File: src/rtl/mesi_isc_pkg.sv
// Shared MESI ISC types: coherence-bus commands, broadcast types, controller states.
// Widths here set the default widths of the broadcast controller and its interface.
package mesi_isc_pkg;

  localparam int NUM_CPUS         = 4;
  localparam int CPU_ID_WIDTH     = 2;
  localparam int CBUS_CMD_W       = 3;
  localparam int BROAD_TYPE_W     = 2;
  localparam int BROAD_ID_W       = 5;
  localparam int ADDR_W           = 32;

  typedef enum logic [CBUS_CMD_W-1:0] {
    CBUS_NOP      = 3'd0,
    CBUS_WR_SNOOP = 3'd1,
    CBUS_RD_SNOOP = 3'd2,
    CBUS_EN_WR    = 3'd3,
    CBUS_EN_RD    = 3'd4
  } cbus_cmd_e;

  typedef enum logic [BROAD_TYPE_W-1:0] {
    BT_NOP = 2'd0,
    BT_WR  = 2'd1,
    BT_RD  = 2'd2
  } bcast_type_e;

  typedef enum logic [1:0] {
    ST_IDLE   = 2'd0,
    ST_SNOOP  = 2'd1,
    ST_ENABLE = 2'd2
  } bcast_state_e;

endpackage

File: src/rtl/mesi_cbus_bcast_ctrl_if.sv
// Broadcast-queue handshake plus the four per-CPU coherence buses.
// master: the broadcast controller; slave: the queue and CPU side.
interface mesi_cbus_bcast_ctrl_if
  import mesi_isc_pkg::*;
#(
  parameter int CBUS_CMD_WIDTH   = CBUS_CMD_W,
  parameter int ADDR_WIDTH       = ADDR_W,
  parameter int BROAD_TYPE_WIDTH = BROAD_TYPE_W,
  parameter int BROAD_ID_WIDTH   = BROAD_ID_W
) ();

  logic                                      bcast_valid_i;
  logic                                      bcast_ready_o;
  logic [BROAD_TYPE_WIDTH-1:0]               bcast_type_i;
  logic [CPU_ID_WIDTH-1:0]                   bcast_cpu_id_i;
  logic [BROAD_ID_WIDTH-1:0]                 bcast_id_i;
  logic [ADDR_WIDTH-1:0]                     bcast_addr_i;
  logic [ADDR_WIDTH-1:0]                     cbus_addr_o;
  logic [NUM_CPUS-1:0][CBUS_CMD_WIDTH-1:0]   cbus_cmd_o;
  logic [NUM_CPUS-1:0]                       cbus_ack_i;
  logic                                      bcast_done_o;
  logic [BROAD_ID_WIDTH-1:0]                 bcast_done_id_o;

  modport master (
    input  bcast_valid_i, bcast_type_i, bcast_cpu_id_i, bcast_id_i, bcast_addr_i, cbus_ack_i,
    output bcast_ready_o, cbus_addr_o, cbus_cmd_o, bcast_done_o, bcast_done_id_o
  );

  modport slave (
    output bcast_valid_i, bcast_type_i, bcast_cpu_id_i, bcast_id_i, bcast_addr_i, cbus_ack_i,
    input  bcast_ready_o, cbus_addr_o, cbus_cmd_o, bcast_done_o, bcast_done_id_o
  );

endinterface

File: src/rtl/mesi_cbus_bcast_ctrl.sv
// One broadcast at a time: snoop the three other CPUs, then enable the source; min 3 cycles/broadcast.
// Ready only in IDLE; waits indefinitely for acks, acks from uncommanded CPUs are ignored.
module mesi_cbus_bcast_ctrl
  import mesi_isc_pkg::*;
#(
  parameter int CBUS_CMD_WIDTH   = CBUS_CMD_W,
  parameter int ADDR_WIDTH       = ADDR_W,
  parameter int BROAD_TYPE_WIDTH = BROAD_TYPE_W,
  parameter int BROAD_ID_WIDTH   = BROAD_ID_W
) (
  input logic                    clk,
  input logic                    rst,
  mesi_cbus_bcast_ctrl_if.master bus
);

  bcast_state_e                            state;
  logic [NUM_CPUS-1:0]                     pend;
  logic [BROAD_TYPE_WIDTH-1:0]             type_q;
  logic [CPU_ID_WIDTH-1:0]                 src_q;
  logic [BROAD_ID_WIDTH-1:0]               id_q;
  logic [ADDR_WIDTH-1:0]                   addr_q;
  logic [NUM_CPUS-1:0][CBUS_CMD_WIDTH-1:0] cmd_q;
  logic                                    done_q;
  logic [BROAD_ID_WIDTH-1:0]               done_id_q;

  logic                      is_wr_in;
  logic                      is_rd_in;
  logic [NUM_CPUS-1:0]       pend_in;
  logic [NUM_CPUS-1:0]       pend_left;
  logic [NUM_CPUS-1:0]       src_onehot;
  logic [CBUS_CMD_WIDTH-1:0] snoop_in;
  logic [CBUS_CMD_WIDTH-1:0] snoop_q;
  logic [CBUS_CMD_WIDTH-1:0] en_q;
  logic [CBUS_CMD_WIDTH-1:0] nop_cmd;

  always_comb begin
    is_wr_in   = (bus.bcast_type_i == BT_WR);
    is_rd_in   = (bus.bcast_type_i == BT_RD);
    pend_in    = ~(NUM_CPUS'(1) << bus.bcast_cpu_id_i);
    // Only commanded CPUs can clear their bit, so stray acks fall out here.
    pend_left  = pend & ~bus.cbus_ack_i;
    src_onehot = NUM_CPUS'(1) << src_q;
    nop_cmd    = CBUS_CMD_WIDTH'(CBUS_NOP);
    snoop_in   = is_wr_in ? CBUS_CMD_WIDTH'(CBUS_WR_SNOOP) : CBUS_CMD_WIDTH'(CBUS_RD_SNOOP);
    snoop_q    = (type_q == BT_WR) ? CBUS_CMD_WIDTH'(CBUS_WR_SNOOP) : CBUS_CMD_WIDTH'(CBUS_RD_SNOOP);
    en_q       = (type_q == BT_WR) ? CBUS_CMD_WIDTH'(CBUS_EN_WR) : CBUS_CMD_WIDTH'(CBUS_EN_RD);
  end

  always_ff @(posedge clk or negedge rst) begin
    if (!rst) begin
      state     <= ST_IDLE;
      pend      <= '0;
      type_q    <= '0;
      src_q     <= '0;
      id_q      <= '0;
      addr_q    <= '0;
      cmd_q     <= '0;
      done_q    <= 1'b0;
      done_id_q <= '0;
    end else begin
      done_q <= 1'b0;
      case (state)
        ST_IDLE: begin
          // NOP and reserved types are consumed without touching the buses.
          if (bus.bcast_valid_i && (is_wr_in || is_rd_in)) begin
            type_q <= bus.bcast_type_i;
            src_q  <= bus.bcast_cpu_id_i;
            id_q   <= bus.bcast_id_i;
            addr_q <= bus.bcast_addr_i;
            pend   <= pend_in;
            state  <= ST_SNOOP;
            for (int i = 0; i < NUM_CPUS; i++) begin
              cmd_q[i] <= pend_in[i] ? snoop_in : nop_cmd;
            end
          end
        end
        ST_SNOOP: begin
          pend <= pend_left;
          if (pend_left == '0) begin
            state <= ST_ENABLE;
            for (int i = 0; i < NUM_CPUS; i++) begin
              cmd_q[i] <= src_onehot[i] ? en_q : nop_cmd;
            end
          end else begin
            for (int i = 0; i < NUM_CPUS; i++) begin
              cmd_q[i] <= pend_left[i] ? snoop_q : nop_cmd;
            end
          end
        end
        ST_ENABLE: begin
          if ((bus.cbus_ack_i & src_onehot) != '0) begin
            state     <= ST_IDLE;
            cmd_q     <= '0;
            done_q    <= 1'b1;
            done_id_q <= id_q;
          end
        end
        default: begin
          state <= ST_IDLE;
          cmd_q <= '0;
        end
      endcase
    end
  end

  assign bus.bcast_ready_o   = (state == ST_IDLE);
  assign bus.cbus_addr_o     = addr_q;
  assign bus.cbus_cmd_o      = cmd_q;
  assign bus.bcast_done_o    = done_q;
  assign bus.bcast_done_id_o = done_id_q;

endmodule

File: src/flat_wrapper.sv
// flat-port wrapper written by rule: the top's interface ports become plain ports
module mesi_cbus_bcast_ctrl_flat import mesi_isc_pkg::*;
#(
  parameter int CBUS_CMD_WIDTH   = CBUS_CMD_W,
  parameter int ADDR_WIDTH       = ADDR_W,
  parameter int BROAD_TYPE_WIDTH = BROAD_TYPE_W,
  parameter int BROAD_ID_WIDTH   = BROAD_ID_W
)
  (clk, rst, bus_bcast_valid_i, bus_bcast_type_i, bus_bcast_cpu_id_i, bus_bcast_id_i, bus_bcast_addr_i, bus_cbus_ack_i, bus_bcast_ready_o, bus_cbus_addr_o, bus_cbus_cmd_o, bus_bcast_done_o, bus_bcast_done_id_o);
  mesi_cbus_bcast_ctrl_if #(.CBUS_CMD_WIDTH(CBUS_CMD_WIDTH), .ADDR_WIDTH(ADDR_WIDTH), .BROAD_TYPE_WIDTH(BROAD_TYPE_WIDTH), .BROAD_ID_WIDTH(BROAD_ID_WIDTH)) bus_i ();
  input logic clk;
  input logic rst;
  input wire logic [$bits(bus_i.bcast_valid_i)-1:0] bus_bcast_valid_i;
  input wire logic [$bits(bus_i.bcast_type_i)-1:0] bus_bcast_type_i;
  input wire logic [$bits(bus_i.bcast_cpu_id_i)-1:0] bus_bcast_cpu_id_i;
  input wire logic [$bits(bus_i.bcast_id_i)-1:0] bus_bcast_id_i;
  input wire logic [$bits(bus_i.bcast_addr_i)-1:0] bus_bcast_addr_i;
  input wire logic [$bits(bus_i.cbus_ack_i)-1:0] bus_cbus_ack_i;
  output wire logic [$bits(bus_i.bcast_ready_o)-1:0] bus_bcast_ready_o;
  output wire logic [$bits(bus_i.cbus_addr_o)-1:0] bus_cbus_addr_o;
  output wire logic [$bits(bus_i.cbus_cmd_o)-1:0] bus_cbus_cmd_o;
  output wire logic [$bits(bus_i.bcast_done_o)-1:0] bus_bcast_done_o;
  output wire logic [$bits(bus_i.bcast_done_id_o)-1:0] bus_bcast_done_id_o;
  assign bus_i.bcast_valid_i = bus_bcast_valid_i;
  assign bus_i.bcast_type_i = bus_bcast_type_i;
  assign bus_i.bcast_cpu_id_i = bus_bcast_cpu_id_i;
  assign bus_i.bcast_id_i = bus_bcast_id_i;
  assign bus_i.bcast_addr_i = bus_bcast_addr_i;
  assign bus_i.cbus_ack_i = bus_cbus_ack_i;
  assign bus_bcast_ready_o = bus_i.bcast_ready_o;
  assign bus_cbus_addr_o = bus_i.cbus_addr_o;
  assign bus_cbus_cmd_o = bus_i.cbus_cmd_o;
  assign bus_bcast_done_o = bus_i.bcast_done_o;
  assign bus_bcast_done_id_o = bus_i.bcast_done_id_o;
  mesi_cbus_bcast_ctrl #(.CBUS_CMD_WIDTH(CBUS_CMD_WIDTH), .ADDR_WIDTH(ADDR_WIDTH), .BROAD_TYPE_WIDTH(BROAD_TYPE_WIDTH), .BROAD_ID_WIDTH(BROAD_ID_WIDTH)) u_core (.clk(clk), .rst(rst), .bus(bus_i));
endmodule
File: config.mk
export PLATFORM = sky130hd
export DESIGN_NAME = mesi_cbus_bcast_ctrl_flat
export DESIGN_NICKNAME = d
export VERILOG_FILES = /design/src/rtl/mesi_isc_pkg.sv /design/src/rtl/mesi_cbus_bcast_ctrl_if.sv /design/src/rtl/mesi_cbus_bcast_ctrl.sv /design/src/flat_wrapper.sv
export SDC_FILE = /design/constraint.sdc
export NUM_CORES = 1
export LEC_CHECK = 0
export CAP_MARGIN = 20
export CELL_PAD_IN_SITES_DETAIL_PLACEMENT = 1
export CELL_PAD_IN_SITES_GLOBAL_PLACEMENT = 1
export CORE_MARGIN = 5
export CORE_UTILIZATION = 35
export DETAILED_ROUTE_END_ITERATION = 6
export GPL_TIMING_DRIVEN = 0
export PLACE_DENSITY_LB_ADDON = 0.1
export SYNTH_ARGS = -nofsm -noshare
export SYNTH_HDL_FRONTEND = slang
export SYNTH_SLANG_ARGS = --single-unit
File: constraint.sdc
create_clock -name clk -period 2.5 [get_ports clk]
set_clock_uncertainty 0.15 [all_clocks]
set_input_delay 0.5 -clock clk [delete_from_list [all_inputs] [get_ports clk]]
set_output_delay 0.5 -clock clk [all_outputs]
set_load 0.02 [all_outputs]
==> results by group, run 1 <==
Final layout
  • Share of post-route cells with drive strength above 1: 0.238
  • Layout Utilization: 0.533
  • Post-route cell area: about 4000 um^2
  • Final instance count without filler cells: 422
  • Synthesis-to-layout area growth: 48.9%
  • Count of inserted antenna diode cells: 0
  • Net count reported at finish: 365

Critical path
  • Critical Path End Type: flip-flop
  • Data arrival time of the worst path: roughly 2.5 ns
  • CP Class: in2reg
  • Slowest-stage cell, CP: clkdlybuf4s50_1
  • Critical path startpoint category: input port
  • Slowest stage delay, CP: approximately 0.47 ns
  • List of cells traversed by the critical path: clkdlybuf4s50_1 -> inv_1 -> ha_1 -> nand2b_2 -> nor3_4 -> buf_4 -> buf_4 -> mux2_2
  • CP Data Required Time: around 2.6 ns
  • Largest fanout on the critical path: 10
  • Worst path most repeated cell: buf_4

Place
  • Buffers on Ports: 98
  • Placed inst area: 3860 um^2
  • Post-placement worst setup slack: -0.627 ns
  • Dpl cells: a little over 400
  • Final HPWL from detailed placement: 5290 um
  • GP Congestion: ~0.76

STA
  • Final period util: 0.958
  • Worst-case hold slack: roughly 0.10 ns
  • Hold violation total from the final report: 0
  • Unrepaired setup endpoints after global routing: false
  • Max-slew violation total from the final report: 0
  • Tightest Pin Transition: between 0.8 and 0.9 ns
  • Total negative slack for setup checks: 0 ns
  • Worst Setup Slack, final: 0.106 ns
  • Fin crit period: 2.39 ns
  • Final setup violation count: 0
  • Relative slew slack: 0.401
  • F_max: roughly 0.42 GHz

Detailed routing
  • Drt first pass iters: 4
  • # DRC: 0
  • Via density per instance: between 4 and 5
  • Antenna-violating nets left: 0
  • Final routed wirelength across all metal layers: just over 7000 um
  • Vias after detailed routing: 2,074
  • Routed length per placed instance: between 15 and 20 um
  • DRC marker count from the first detailed-route iteration: slightly below 60

CTS
  • H-tree lvl count: 3
  • Inserted Clock Buffers: 9
  • Number of sinks on the clock net: 65
  • Clock latency on the worst-skew pair: 0.33 ns
  • Root buf cell: clkbuf_8
  • CTS tree: built
  • CTS hold repair buffers: 0
  • Clock slew at reported path FFs: roughly 0.070 ns
  • CTS max path bufs: 2

Logic synthesis
  • Cells after synthesis: between 200 and 250
  • Ys Warns: 0
  • Primary FF master, synth: dfrtp_1
  • Share of synthesized area occupied by flip-flops and latches: 0.591
  • Synthesized netlist net count: ~250
  • Synthesized flop and latch total: 65
  • Number of synthesized flops with an enable pin: 0
  • Cell Area, Synth: 2750 um^2
  • Number of distinct standard cells referenced by the synthesized netlist: 33
  • Fraction of synthesized cell area taken by the top area cell type: 0.591
  • Syn avg cell area: between 10 and 15 um^2
  • Post-synthesis async set-or-reset flop share: 1.00
  • Leading area contributor after synthesis: dfrtp_1
  • Most area-consuming cells after synthesis: dfrtp_1 59%, mux2_2 17%, a22oi_1 2.7%, nor2b_1 2.0%, o21ai_0 1.8%

Floorplanning
  • Die outline area: approximately 10000 um^2
  • DIE HEIGHT: 98.6 um
  • Die width: roughly 99 um
  • Initial cell density of the core: 0.358
  • I/O pins: about 100
  • Core area: just under 8000 um^2
  • Number of cell rows: 32

GRT
  • Vias in the first global route: 2,259
  • Grt peak-use layer: met2
  • Met1 capacity usage during global routing: 0.193
  • GR met2 Demand/Resource: 0.237
  • Number of antenna violations at the first check in global routing: 0
  • Largest net degree at the start of global routing: 66
  • GR Util All Layers: 0.149
  • Global-route wire length before repair: 11,500 um
  • Gr ovfl total: 0
  • Met3 routing resource usage after global routing: 0.0410

Hold path
  • Type of the most critical hold path: in2async

Run status
  • Run status: finished, final reports clean

Power
  • Pwr dens: approximately 1300 nW/um^2
  • PnR Total Power: around 5.3 mW
  • Leakage dissipation: between 1.5 and 2 nW
  • IR Drop Worst-Case VDD: about 0.46 mV

Run
  • Max-capacitance violation count: 0
-- power by group --
| group | switching [mW] | total, mW | internal [mW] |
|---|---|---|---|
| Combinational | 1.25 | 2.59 | 1.34 |
| Sequential | 0.297 | 1.86 | 1.57 |
| Clock | 0.400 | 0.851 | 0.451 |
-- synth_stat cells, drive strengths merged (3+ instances only) --
master,n
dfrtp,65
mux2,46
nor2,11
a22oi,10
o21ai,10
nor2b,9
a31oi,7
buf,7
nand2,6
nand2b,5
a22o,3
and2,3
-- final cells by class --
cell class / instances / area, um^2
fill: 800 / 3590
sequential: 65 / 1630
multi-input combinational: 130 / 1090
timing repair buffer: 100 / 993
tap: 102 / 128
clock buffer: 9 / 124
buffer: 8 / 66.3
clock inverter: 6 / 58.8
inverter: 2 / 7.51
-- worst paths after layout --
kind | slack [ns] | end | startpoint | cells past startpoint
setup / recovery | 0.11 | u_core.bus.cbus_addr_o[28] | bus_bcast_type_i[1] | 8
hold / removal | 0.10 | u_core.bus.cbus_addr_o[6] | rst | 1
setup reg to reg | 0.34 | u_core.bus.cbus_cmd_o[3] | u_core.state[1] | 4
hold reg to reg | 0.33 | u_core.id_q[2] | u_core.id_q[2] | 1
max in group asynchronous | 1.54 | u_core.state[1] | rst | 1
min in group clk | 0.33 | u_core.id_q[2] | u_core.id_q[2] | 1
-- state kept, by name (all words and copies together) (netlist names) --
signal and count:
u_core.state 2, u_core.bus.bcast_done_id_o 5, u_core.bus.bcast_done_o 1, u_core.src_q 2, u_core.bus.cbus_addr_o 32, u_core.bus.cbus_cmd_o 12
u_core.id_q 5, u_core.pend 4, u_core.type_q 2
-- metal layers --
layer | up-vias | routed length [um] | share of wire
met1 | 1032 | 3360 | 0.47
met2 | 69 | 3300 | 0.46
met3 | 6 | 378 | 0.053
met4 | 0 | 82 | 0.012
met5 | - | 0 | 0
li1 | 967 | - | -
-- cell families after synthesis --
group / after synthesis / share of synthesized area
AND/OR/NAND/NOR: 47 / 0.0942
multiplexers: 47 / 0.197
flip-flops: 65 / 0.591
AO/OA/AOI/OAI: 35 / 0.0942
adder cells (fa/ha/maj): 1 / 0.00455
buffers and inverters: 10 / 0.0191
-- layout by cell type, fill, tap and decap left out, types with 2 or more instances in the layout --
cell type	Yosys	final
a31oi_1	7	7
buf_4	0	4
buf_6	1	4
o21ai_0	10	10
mux2_2	42	42
inv_1	2	2
clkdlybuf4s50_1	0	97
nand2_1	6	6
nor2b_1	9	9
dfrtp_1	65	65
buf_2	6	2
nor2_1	11	11
and2_1	2	2
nand3_1	2	2
clkbuf_8	0	9
a22oi_1	10	10
a22o_1	3	3
nand2b_1	5	4
clkinv_2	0	4
mux2_1	4	4
nand3b_1	2	2
-- critical path: cells and delay by family --
family                   cells  cell delay [ns]
AND/OR/NAND/NOR              2             0.44
multiplexers                 1             0.35
adder cells (fa/ha/maj)      1             0.29
buffers and inverters        4             0.90
-- what timing repair did --
item                                    4_1_cts  5_1_grt
pin swaps                                     0        1
buffers inserted                              0        2
endpoints found under the setup margin       42       40
gates resized for setup                       3       12
Power figures use the tool's default switching activity.
==> run 2: changes to the inputs <==
--- a/config.mk
+++ b/config.mk
@@ -5,7 +5,7 @@
 export SDC_FILE = /design/constraint.sdc
 export NUM_CORES = 1
 export LEC_CHECK = 0
-export CAP_MARGIN = 20
+export CAP_MARGIN = 15
 export CELL_PAD_IN_SITES_DETAIL_PLACEMENT = 1
 export CELL_PAD_IN_SITES_GLOBAL_PLACEMENT = 1
 export CORE_MARGIN = 5
==> results of run 2 <==
No change in the layout: final DEF, timing and power equal those of run 1.
==> run 3: changes to the inputs <==
--- a/config.mk
+++ b/config.mk
@@ -9,8 +9,9 @@
 export CELL_PAD_IN_SITES_DETAIL_PLACEMENT = 1
 export CELL_PAD_IN_SITES_GLOBAL_PLACEMENT = 1
 export CORE_MARGIN = 5
-export CORE_UTILIZATION = 35
+export CORE_UTILIZATION = 48
 export DETAILED_ROUTE_END_ITERATION = 6
+export DONT_BUFFER_PORTS = 1
 export GPL_TIMING_DRIVEN = 0
 export PLACE_DENSITY_LB_ADDON = 0.1
 export SYNTH_ARGS = -nofsm -noshare
==> run 3 against run 2 <==
  * Critical path depth decreased by 2
  * First-iteration DRC count fell by 6.9%
  * Hold slack gained 0.049 ns
  * Utilization up 2.8 points
  * Sequential share of layout area increased by 13 points
  * Maximum frequency is 4.4% higher
  * Worst setup slack better by 0.10 ns
  * Sequential power increased by 32%
  * Global-route usage is 3.4 points higher
  * Power decreased by 13%
  * Final cell count fell by 30%
  * Combinational power down 55%
  * Critical endpoint is now u_core.bus.cbus_addr_o[7]
  * Highest routed layer unchanged
==> results by group, run 3 (same netlist as run 1, synthesis figures left out) <==
Final layout
  • Leading cell type in the layout, fill and taps excluded: dfrtp_1
  • Count of inserted antenna diode cells: 0 (unchanged)
  • Share of post-route cells with drive strength above 1: 0.320 (+0.0823)
  • Synthesis-to-layout area growth: 12.9%
  • Net count reported at finish: 267 (-27%)
  • Post-route cell area: 3110 um^2 (-24%)
  • Max reg flops: 32 (unchanged)
  • Highest-count cells in the layout ignoring fill and taps: 65 x dfrtp_1, 42 x mux2_2, 11 x nor2_1, 11 x clkbuf_8

GRT
  • GR Util All Layers: 0.183 (+0.0344)
  • Global-route wire length before repair: 10,300 um (-11%)
  • Largest net degree at the start of global routing: 66 (unchanged)
  • Number of antenna violations at the first check in global routing: 0 (unchanged)
  • Gr ovfl total: 0 (unchanged)
  • Vias in the first global route: 1,920 (-15%)

Critical path
  • R2r startpoint: u_core.state[1]
  • Worst Setup SP: bus_bcast_type_i[1]
  • CP Data Required Time: 2.57 ns (about the same)
  • CP Class: in2reg
  • Critical path startpoint category: input port
  • Critical Path End Type: flip-flop
  • Data arrival time of the worst path: 2.36 ns (-0.11 ns)
  • Largest fanout on the critical path: 10 (unchanged)

STA
  • Unrepaired setup endpoints after global routing: false
  • Final setup violation count: 0 (unchanged)
  • Max-slew violation total from the final report: 0 (unchanged)
  • Relative slew slack: 0.384 (-0.0169)
  • Final period util: 0.917 (-0.0404)
  • Tightest Pin Transition: 0.921 ns (+0.0253 ns)
  • Worst-case hold slack: 0.152 ns (+0.0489 ns)
  • Fin crit period: 2.29 ns (-0.101 ns)
  • F_max: 0.436 GHz (+4.4%)
  • Hold violation total from the final report: 0 (unchanged)

Floorplanning
  • DIE HEIGHT: 85.7 um (-13%)
  • I/O pins: 99 (unchanged)
  • Number of cell rows: 27 (-16%)
  • Core area: 5540 um^2 (-28%)
  • Initial cell density of the core: 0.496 (+0.139)
  • Die outline area: 7340 um^2 (-25%)
  • Die width: 85.7 um (-13%)

Place
  • GP Congestion: 0.777 (+1.9%)
  • Buffers on Ports: 0 (-100%)
  • Placed inst area: 2840 um^2 (-26%)
  • Final HPWL from detailed placement: 4830 um (-8.7%)

CTS
  • Inserted Clock Buffers: 9 (unchanged)
  • Number of buffers inserted by post-CTS setup repair: 0 (unchanged)
  • CTS max path bufs: 2 (unchanged)
  • CTS tree: built
  • Root buf cell: clkbuf_8
  • Number of sinks on the clock net: 65 (unchanged)
  • Clock latency on the worst-skew pair: 0.33 ns (about the same)
  • Clock slew at reported path FFs: 0.07 ns (about the same)
  • H-tree lvl count: 3 (unchanged)

Detailed routing
  • Vias after detailed routing: 1,727 (-17%)
  • DRC marker count from the first detailed-route iteration: 54 (-6.9%)
  • Drt first pass iters: 4 (unchanged)
  • Via density per instance: 5.87 (+20%)
  • # DRC: 0 (unchanged)
  • Final routed wirelength across all metal layers: 6340 um (-11%)
  • Antenna-violating nets left: 0 (unchanged)
  • Routed length per placed instance: 21.6 um (+28%)

Power
  • IR Drop Worst-Case VDD: 0.605 mV (+33%)
  • Pwr dens: 1480 nW/um^2 (+14%)
  • Leakage dissipation: 1.31 nW (-22%)

Hold path
  • Type of the most critical hold path: in2reg
  • Startpoint of the lowest-slack hold path: bus_bcast_id_i[1]

Run status
  • Run status: finished, final reports clean

Run
  • Max-capacitance violation count: 0 (unchanged)
## run 3: changes by cell type in the layout (fill, tap and decap cells not counted), sizes merged
cell           previous run  this run
inv                       3         2
clkinvlp                  0         1
buf                      10         8
bufinv                    1         2
clkinv                    4         1
clkdlybuf4s50            97         0
dlygate4sd3               0         1
clkbuf                   10        12
## run 3: layout make-up
type	instances	area, um^2
Buffer	8	45.0
Clock buffer	11	151
Timing Repair Buffer	2	37.5
Fill cell	557	2430
Multi-Input combinational cell	130	1070
Tap cell	72	90.1
Inverter	2	7.51
Clock inverter	4	76.3
Sequential cell	65	1630
## run 3: per-layer routing
| layer | vias to the layer above | track usage | share of wire |
|---|---|---|---|
| met5 | - | 0 | 0 |
| li1 | 775 | - | - |
| met3 | 10 | 0.0701 | 0.10 |
| met4 | 0 | 0.0777 | 0.016 |
| met1 | 871 | 0.218 | 0.39 |
| met2 | 71 | 0.297 | 0.49 |
## run 3: report_power, final
part           internal [mW]  total (mW)  switching, mW
Sequential              1.56        2.45          0.884
Clock                  0.612        1.00          0.389
Combinational          0.596        1.16          0.559
Total                   2.77        4.61           1.83
## run 3: path summary, 6_finish.rpt
path / slack [ns] / cells past startpoint / end
hold reg to reg: 0.33 / 1 / u_core.type_q[1]
setup reg to reg: 0.35 / 4 / u_core.bus.cbus_cmd_o[0]
setup / recovery: 0.21 / 6 / u_core.bus.cbus_addr_o[7]
max in group asynchronous: 1.38 / 2 / u_core.type_q[0]
hold / removal: 0.15 / 1 / u_core.id_q[1]
min in group asynchronous: 0.57 / 2 / u_core.bus.cbus_cmd_o[4]
## run 3: timing repair
action                    4_1_cts  5_1_grt
hold buffers                    2        0
gates resized for setup         0        0
hold endpoints to repair       65        0
## run 3: worst max-delay path: stages
cell	delay, ns
inv_1	0.02
ha_1	0.27
nand2b_1	0.24
nor3_1	0.59
buf_2	0.36
mux2_2	0.37
## run 3: stage by stage
stage | worst slack, ns | total power, mW | std cells | TNS, ns | utilization
floorplan | 0.327 | 3.26 | 205 | 0 | -
global placement | -0.0938 | 3.51 | 277 | -2.92 | 0.513
detailed placement | -0.170 | 3.62 | 277 | -6.02 | 0.513
CTS | 0.191 | 4.66 | 294 | 0 | 0.561
global route | 0.0767 | 4.89 | 294 | 0 | 0.561
finish | 0.207 | 4.61 | 294 | 0 | 0.561
